<file path="src/rtl/etc_tile_sched.sv">
// etc_tile_sched: issue scheduler for the etcEX tile datapath.
// Accepts a job (op, k_tiles), issues k_tiles A/B tile pairs as they arrive,
// waits ETC_LAT cycles for the datapath to drain, then presents the result
// until the consumer handshakes it.
// Optional build macro: ETC_SCHED_PERF_CNT_EN enables the RUN-state
// starvation counter on stall_cnt; otherwise stall_cnt is tied to zero.
module etc_tile_sched #(
  parameter int unsigned ETC_LAT = 1,
  parameter int unsigned KW      = 4
) (
  input  logic          clk,
  input  logic          rst_n,
  input  logic          start,
  input  logic [1:0]    op,
  input  logic [KW-1:0] k_tiles,
  input  logic          abort,
  input  logic          tile_valid,
  output logic          tile_ready,
  output logic [1:0]    etc_op,
  output logic          etc_issue,
  output logic          acc_first,
  output logic          res_valid,
  input  logic          res_ready,
  output logic          busy,
  output logic          err,
  output logic [15:0]   stall_cnt
);

  localparam int unsigned CW = KW + 1;
  localparam int unsigned DW = 4;
  localparam logic [1:0]  OP_RSVD = 2'b11;

  typedef enum logic [1:0] {
    S_IDLE  = 2'd0,
    S_RUN   = 2'd1,
    S_DRAIN = 2'd2,
    S_DONE  = 2'd3
  } state_t;

  state_t        r_state;
  state_t        w_next;
  logic [1:0]    r_op;
  logic [CW-1:0] r_k;
  logic [CW-1:0] r_cnt;
  logic [DW-1:0] r_drain;
  logic          r_first;
  logic          r_err;

  logic          w_accept;
  logic          w_reject;
  logic          w_issue;
  logic          w_last;
  logic [CW-1:0] w_k_ext;
  logic [CW-1:0] w_cnt_inc;

  // Job request decode and issue qualification
  assign w_accept  = (r_state == S_IDLE) & start & (op != OP_RSVD) & ~abort;
  assign w_reject  = (r_state == S_IDLE) & start & (op == OP_RSVD) & ~abort;
  assign w_issue   = tile_valid & tile_ready;
  assign w_cnt_inc = r_cnt + CW'(1);
  assign w_last    = w_issue & (w_cnt_inc == r_k);
  // k_tiles of zero encodes the full 2^KW tiles
  assign w_k_ext   = (k_tiles == '0) ? (CW'(1) << KW) : {1'b0, k_tiles};

  // State register
  always_ff @(posedge clk or negedge rst_n) begin
    if (!rst_n) begin
      r_state <= S_IDLE;
    end else begin
      r_state <= w_next;
    end
  end

  // Next-state logic; abort overrides every other transition
  always_comb begin
    w_next = r_state;
    case (r_state)
      S_IDLE:  if (w_accept) w_next = S_RUN;
      S_RUN:   if (w_last) w_next = S_DRAIN;
      S_DRAIN: if (r_drain <= DW'(1)) w_next = S_DONE;
      S_DONE:  if (res_ready) w_next = S_IDLE;
      default: w_next = S_IDLE;
    endcase
    if (abort) w_next = S_IDLE;
  end

  // Job context: latched op/k, issue counter, first-issue flag, drain timer
  always_ff @(posedge clk or negedge rst_n) begin
    if (!rst_n) begin
      r_op    <= 2'b00;
      r_k     <= '0;
      r_cnt   <= '0;
      r_drain <= '0;
      r_first <= 1'b0;
      r_err   <= 1'b0;
    end else begin
      r_err <= w_reject;
      if (w_accept) begin
        r_op    <= op;
        r_k     <= w_k_ext;
        r_cnt   <= '0;
        r_first <= 1'b1;
      end else if (w_issue && !abort) begin
        r_cnt   <= w_cnt_inc;
        r_first <= 1'b0;
        if (w_last) r_drain <= DW'(ETC_LAT);
      end else if ((r_state == S_DRAIN) && (r_drain != '0)) begin
        r_drain <= r_drain - DW'(1);
      end
    end
  end

  // Outputs decoded from state so reset clears them without a clock edge
  assign tile_ready = (r_state == S_RUN);
  assign etc_issue  = w_issue;
  assign acc_first  = w_issue & r_first;
  assign res_valid  = (r_state == S_DONE);
  assign busy       = (r_state != S_IDLE);
  assign err        = r_err;
  assign etc_op     = busy ? r_op : 2'b00;

`ifdef ETC_SCHED_PERF_CNT_EN
  logic [15:0] r_stall;

  // Saturating count of RUN cycles with no tile offered
  always_ff @(posedge clk or negedge rst_n) begin
    if (!rst_n) begin
      r_stall <= 16'h0000;
    end else if (w_accept) begin
      r_stall <= 16'h0000;
    end else if ((r_state == S_RUN) && !tile_valid && (r_stall != 16'hFFFF)) begin
      r_stall <= r_stall + 16'd1;
    end
  end

  assign stall_cnt = r_stall;
`else
  assign stall_cnt = 16'h0000;
`endif

endmodule

</file>
<file path="config.mk">
export PLATFORM = sky130hd
export DESIGN_NAME = etc_tile_sched
export DESIGN_NICKNAME = d
export VERILOG_FILES = /design/src/rtl/etc_tile_sched.sv
export SDC_FILE = /design/constraint.sdc
export NUM_CORES = 1
export LEC_CHECK = 0
export BUFFER_PORTS_ARGS = -buffer_cell sky130_fd_sc_hd__buf_4
export CAP_MARGIN = 20
export CORE_MARGIN = 5
export CORE_UTILIZATION = 55
export DETAILED_ROUTE_END_ITERATION = 8
export GPL_ROUTABILITY_DRIVEN = 0
export PLACE_DENSITY = 0.83
export SETUP_SLACK_MARGIN = 0.5
export SLEW_MARGIN = 20
export SYNTH_ARGS = -nofsm -noshare
export SYNTH_HDL_FRONTEND = slang
export SYNTH_SLANG_ARGS = --single-unit
</file>
<file path="constraint.sdc">
create_clock -name clk -period 5.1 [get_ports clk]
set_clock_uncertainty 0.2 [all_clocks]
set_input_delay 0 -clock clk [delete_from_list [all_inputs] [get_ports clk]]
set_output_delay 0 -clock clk [all_outputs]
set_load 0.03 [all_outputs]
</file>
**Word-level counts from Yosys, hierarchy flattened**

Cells that the tools add are included.

- Flip-flop bits (word level): 20

- $add $sub $neg: 2
- Reduce and logical (&&, ||, !) cells: 11
- Bitwise logic cells: 10
- Equality and inequality tests: 11
- $lt $le $gt $ge: 1
- Multiplexer cells: 15

Operators by type and width:

| kind | count |
|---|---|
| $mux W5 | 3 |
| $mux W2 | 6 |
| $mux W4 | 3 |
| $and A1 B1 Y1 | 8 |
| $pmux W2 S4 | 1 |
| $eq A2 B2 Y1 const B | 3 |
| $ne A3 B2 Y1 const B | 2 |
| $ne A3 B3 Y1 const B | 2 |
| $reduce_bool A2 Y1 | 3 |
| $add A5 B1 Y5 const B | 1 |
| $eq A5 B5 Y1 | 1 |
| $le A4 B1 Y1 const B | 1 |
| $logic_not A4 Y1 | 1 |
| $ne A2 B2 Y1 const B | 2 |
| $reduce_and A4 Y1 | 1 |
| $reduce_bool A4 Y1 | 1 |
| $sub A4 B1 Y4 const B | 1 |
| $reduce_and A3 Y1 | 1 |
| $eq A2 B1 Y1 const B | 1 |
| $logic_and A1 B1 Y1 | 2 |
| $logic_not A2 Y1 | 1 |
| $mux W1 | 2 |
| $not A1 Y1 | 2 |
| $logic_not A1 Y1 | 1 |

**Logic depth before layout (Yosys ltp)**

- Depth in word-level cells: 7
- Depth in mapped cells: 7
- Mapped depth without buffers: 7

**Worst setup path after synthesis**

No wires, ideal clock.

- Path type: register -> register
- Start point: register r_state[1]
- End point: register r_state[0]
- Clock period less this slack: 2437 ps
- Path buffers: 0
- Cell stages (with the launch flop): 8
- Arrival time: 2112 ps
- Setup slack: 2663 ps
- Path through: dfrtp_1 -> inv_1 -> ha_1 -> and2_1 -> and4_4 -> nand3_2 -> a21oi_2 -> mux2_4

- Elaborated cells on any way between the ends: 16

RTL lines:

| what | RTL line | source |
|---|---|---|
| start, declared | 40 | `state_t r_state;` |
| start signal, assigned | 70 | `r_state <= w_next;` |
| $eq A2 B1 Y1 | 114 | `assign tile_ready = (r_state == S_RUN);` |
| named net tile_ready | 18 | `output logic tile_ready,` |
| $and A1 B1 Y1 | 59 | `assign w_issue = tile_valid & tile_ready;` |
| named net etc_issue | 20 | `output logic etc_issue,` |
| $and A1 B1 Y1 | 61 | `assign w_last = w_issue & (w_cnt_inc == r_k);` |
| $ne A3 B2 Y1 (no source line) | - |  |
| $reduce_and A4 Y1 (no source line) | - |  |

The timed path passes the listed nets, and every way through them passes these cells.
A chain may end at the register's enable or synchronous reset.

**Final worst setup path**

- Start point: register r_state[0]
- End point: register r_op[1]

- Word-level cells in the longest chain between the ends: 4

Ends and longest elaborated chain:

| what | RTL line | source |
|---|---|---|
| $logic_not A2 Y1 | 57 | `assign w_accept = (r_state == S_IDLE) & start & (op != OP_RSVD) & ~abort;` |
| $and A1 B1 Y1 (3 in a row) | 57 |  |
| end signal, assigned | 99 | `r_op <= op;` |
| end, declared | 42 | `logic [1:0] r_op;` |

No other way between the ends.

==> impl_metrics.csv <==
group,metric,value,unit
outcome,outcome,"finished, final reports clean",
global_routing,largest_net_degree_at_the_start_of_global_routing,21,
synthesis,synthArstFlopShare,1.00,
global_routing,global_route.overflow_total,0,
cts,cts_max_level,1,
place,portBuffers,19,
power_and_ir_drop,cellPowerDensity,480,mW/mm2
global_routing,grtUsageTotal,0.208,
synthesis,synth-adder-area-share,0.0741,
power_and_ir_drop,vdd_ir_drop_max,0.398,mV
synthesis,syn_inst,134,
place,detailed_place.area,0.00147,mm2
synthesis,synth_compound_area_frac,0.126,
detailed_routing,drt-pass1-iter-count,4,
synthesis,synth_top_family_by_area,"simple AND/OR/NAND/NOR gates",
sta,grt_setup_unrepaired,"false",
place,detailed_place_hpwl,2130,um
final_layout,total_inserted_antenna_cells,0,
detailed_routing,detailedRoute.firstIterationViolations,21,
sta,max-slew-margin-rel,0.398,
floorplanning,die-height,59.5,um
synthesis,synth.yosys.seq_area_share,0.371,
floorplanning,floorplan.initialDensity,0.560,
global_routing,grt_first_pass_wirelength,5480,um
detailed_routing,via_per_inst,5.30,
setup_path,worst_setup_path_start_kind,"flip-flop",
setup_path,worst_ep_arrival,2.74,ns
synthesis,mappedNetlistArea,0.00135,mm2
final_layout,final_design_area_no_fill,0.00166,mm2
setup_path,crit_path_capture_type,"flip-flop",
final_layout,mostFrequentLayoutCells,"20 x dfrtp_1, 19 x buf_4, 16 x nor2_1, 16 x conb_1, 14 x dlygate4sd3_1",
synthesis,synth_warnings,0,
final_layout,postLayoutCoreUtil,0.688,
detailed_routing,finalWirelength,3210,um
floorplanning,top_level_ports,36,
job,maxCapViolCount,0,
floorplanning,die_area,0.00355,mm2
final_layout,mostFrequentLayoutCell,"dfrtp_1",
floorplanning,chip_width,59.5,um
sta,period_minus_slack,2.72,ns
final_layout,flow.area_growth_from_synthesis,22.9,%
setup_path,crit_type,"flip-flop to flip-flop",
synthesis,count_of_flip_flops_with_a_built_in_enable_after_synthesis,0,
setup_path,cp.required,5.11,ns
floorplanning,design.core.area,0.00241,mm2
synthesis,post_synth_mux_area_share,0.0519,
detailed_routing,detail_route.wl_per_cell,16.0,um
final_layout,drive_gt1_frac,0.194,
synthesis,post_synth_num_cell_types,38,
sta,finalCritPeriodShare,0.534,
setup_path,critical_path.max_fanout,8,
cts,clkSlewWorstSetupHoldPaths,0.12,ns
sta,timing_hold_violations_final,0,
sta,clock.fmax,367,MHz
detailed_routing,drc,0,
global_routing,grt_pass1_vias,1138,
detailed_routing,final_antenna_net_count,0,
cts,clkLatencyLatePin,0.32,ns
cts,clock-root-buffer,"clkbuf_4",
sta,worstMarginPinSlew,0.900,ns
power_and_ir_drop,leakage,0.784,nW
synthesis,simple_gate_area_share_of_the_yosys_netlist,0.172,
synthesis,synth_ff_type,"dfrtp_1",
synthesis,register_bit_count_reported_by_yosys,20,
cts,clock_path_buffers,2,
final_layout,nets_final,191,
synthesis,post_synth_xor_area_fraction,0.0964,
detailed_routing,route.vias.total,1059,
sta,fin_tns_setup,0,ns
cts,numCtsBuffers,3,
floorplanning,core.rowCount,18,
sta,final_setup_violations,0,
sta,report.final.slew_viol_count,0,
global_routing,number_of_antenna_violations_at_the_first_check_in_global_routing,0,
synthesis,post_synth.cell_area_avg,10.1,um2
cts,clock_tree_from_tritoncts,"done",
cts,cts_sinks,20,
hold_path,hp-class,"primary input to flip-flop",
cell usage after synthesis (all sizes together) (2+ instances only):
| cell | count | area [um2] |
|---|---|---|
| xor2 | 3 | 26.3 |
| nand2b | 2 | 12.5 |
| dfrtp | 20 | 500 |
| ha | 8 | 100 |
| a21oi | 4 | 27.5 |
| buf | 16 | 120 |
| mux2 | 5 | 60.1 |
| inv | 6 | 22.5 |
| nand2 | 12 | 45.0 |
| o21ai | 10 | 50.1 |
| nor2 | 16 | 60.1 |
| nand3b | 2 | 15.0 |
| xnor2 | 5 | 81.3 |
| nor2b | 3 | 18.8 |
| nand3 | 3 | 20.0 |
| and3b | 2 | 17.5 |
what timing repair did:
action                    in CTS  in global routing
hold buffers                  14                  0
buffers inserted               0                  0
hold endpoints to repair      35                  0
gates resized for setup        0                  0
path summary, 6_finish.rpt:
check / from / end / slack (ns) / depth (start not counted)
worst max-delay path: r_state[0]$_DFFE_PN0P_ / r_op[1]$_DFFE_PN0N_ / 2.38 / 7
worst min-delay path: res_ready / r_state[1]$_DFFE_PN0P_ / 0.03 / 5
worst max register to register: r_state[0]$_DFFE_PN0P_ / r_op[1]$_DFFE_PN0N_ / 2.38 / 7
worst min register to register: r_op[0]$_DFFE_PN0N_ / r_op[0]$_DFFE_PN0N_ / 0.32 / 2
max in group asynchronous: rst_n / r_k[3]$_DFFE_PN0N_ / 3.48 / 3
min in group asynchronous: rst_n / r_cnt[2]$_DFFE_PN0P_ / 0.67 / 3
flip-flops by register name (all words and copies together), names as in the netlist:
signal and cells:
r_cnt 5, r_k 5, r_drain 4, r_op 2, r_state 2, err 1
r_first 1
logic make-up after synthesis:
family	Yosys count
compound gates	22
xor+xnor	9
fa+ha+maj	8
buf+inv	22
flops	20
mux	6
other cells	1
simple gates	46
per-layer routing:
layer  GRT usage  wire length (um)  part of all wire
met2       0.368              1760              0.55
met5           0                 0                 0
met3      0.0392               198             0.062
met1       0.251              1200              0.38
met4      0.0696                46             0.014
metrics by stage:
stage / hold WS [ns] / cells / power, mW / setup WS (ns)
after floorplan: -0.496 / 149 / 0.543 / 2.66
after global placement: -0.312 / 182 / 0.618 / 2.99
after detailed placement: -0.308 / 182 / 0.636 / 2.95
after CTS: 0.0281 / 200 / 0.782 / 2.46
after global routing: 0.0769 / 200 / 0.851 / 2.23
final: 0.0301 / 200 / 0.797 / 2.38
area by class of cell:
cell class,count,area (um2)
Multi-Input combinational cell,107,763
Tap cell,30,37.5
Fill cell,149,751
Clock buffer,3,22.5
Clock inverter,1,30.0
Sequential cell,20,500
Timing Repair Buffer,33,283
Inverter,6,22.5
critical path: stages (launching register included):
cell and delay [ns]:
dfrtp_1 0.45, inv_1 0.13, ha_1 0.33, nand3b_1 0.20, nor2_1 0.13, dlygate4sd3_1 0.58
nor2_1 0.05, dlygate4sd3_1 0.55
power breakdown:
| part | total (mW) | internal [mW] | switching [mW] |
|---|---|---|---|
| Combinational | 0.400 | 0.168 | 0.232 |
| Clock | 0.135 | 0.0795 | 0.0554 |
| Sequential | 0.262 | 0.214 | 0.0478 |
(Power assumes the default switching activity.)
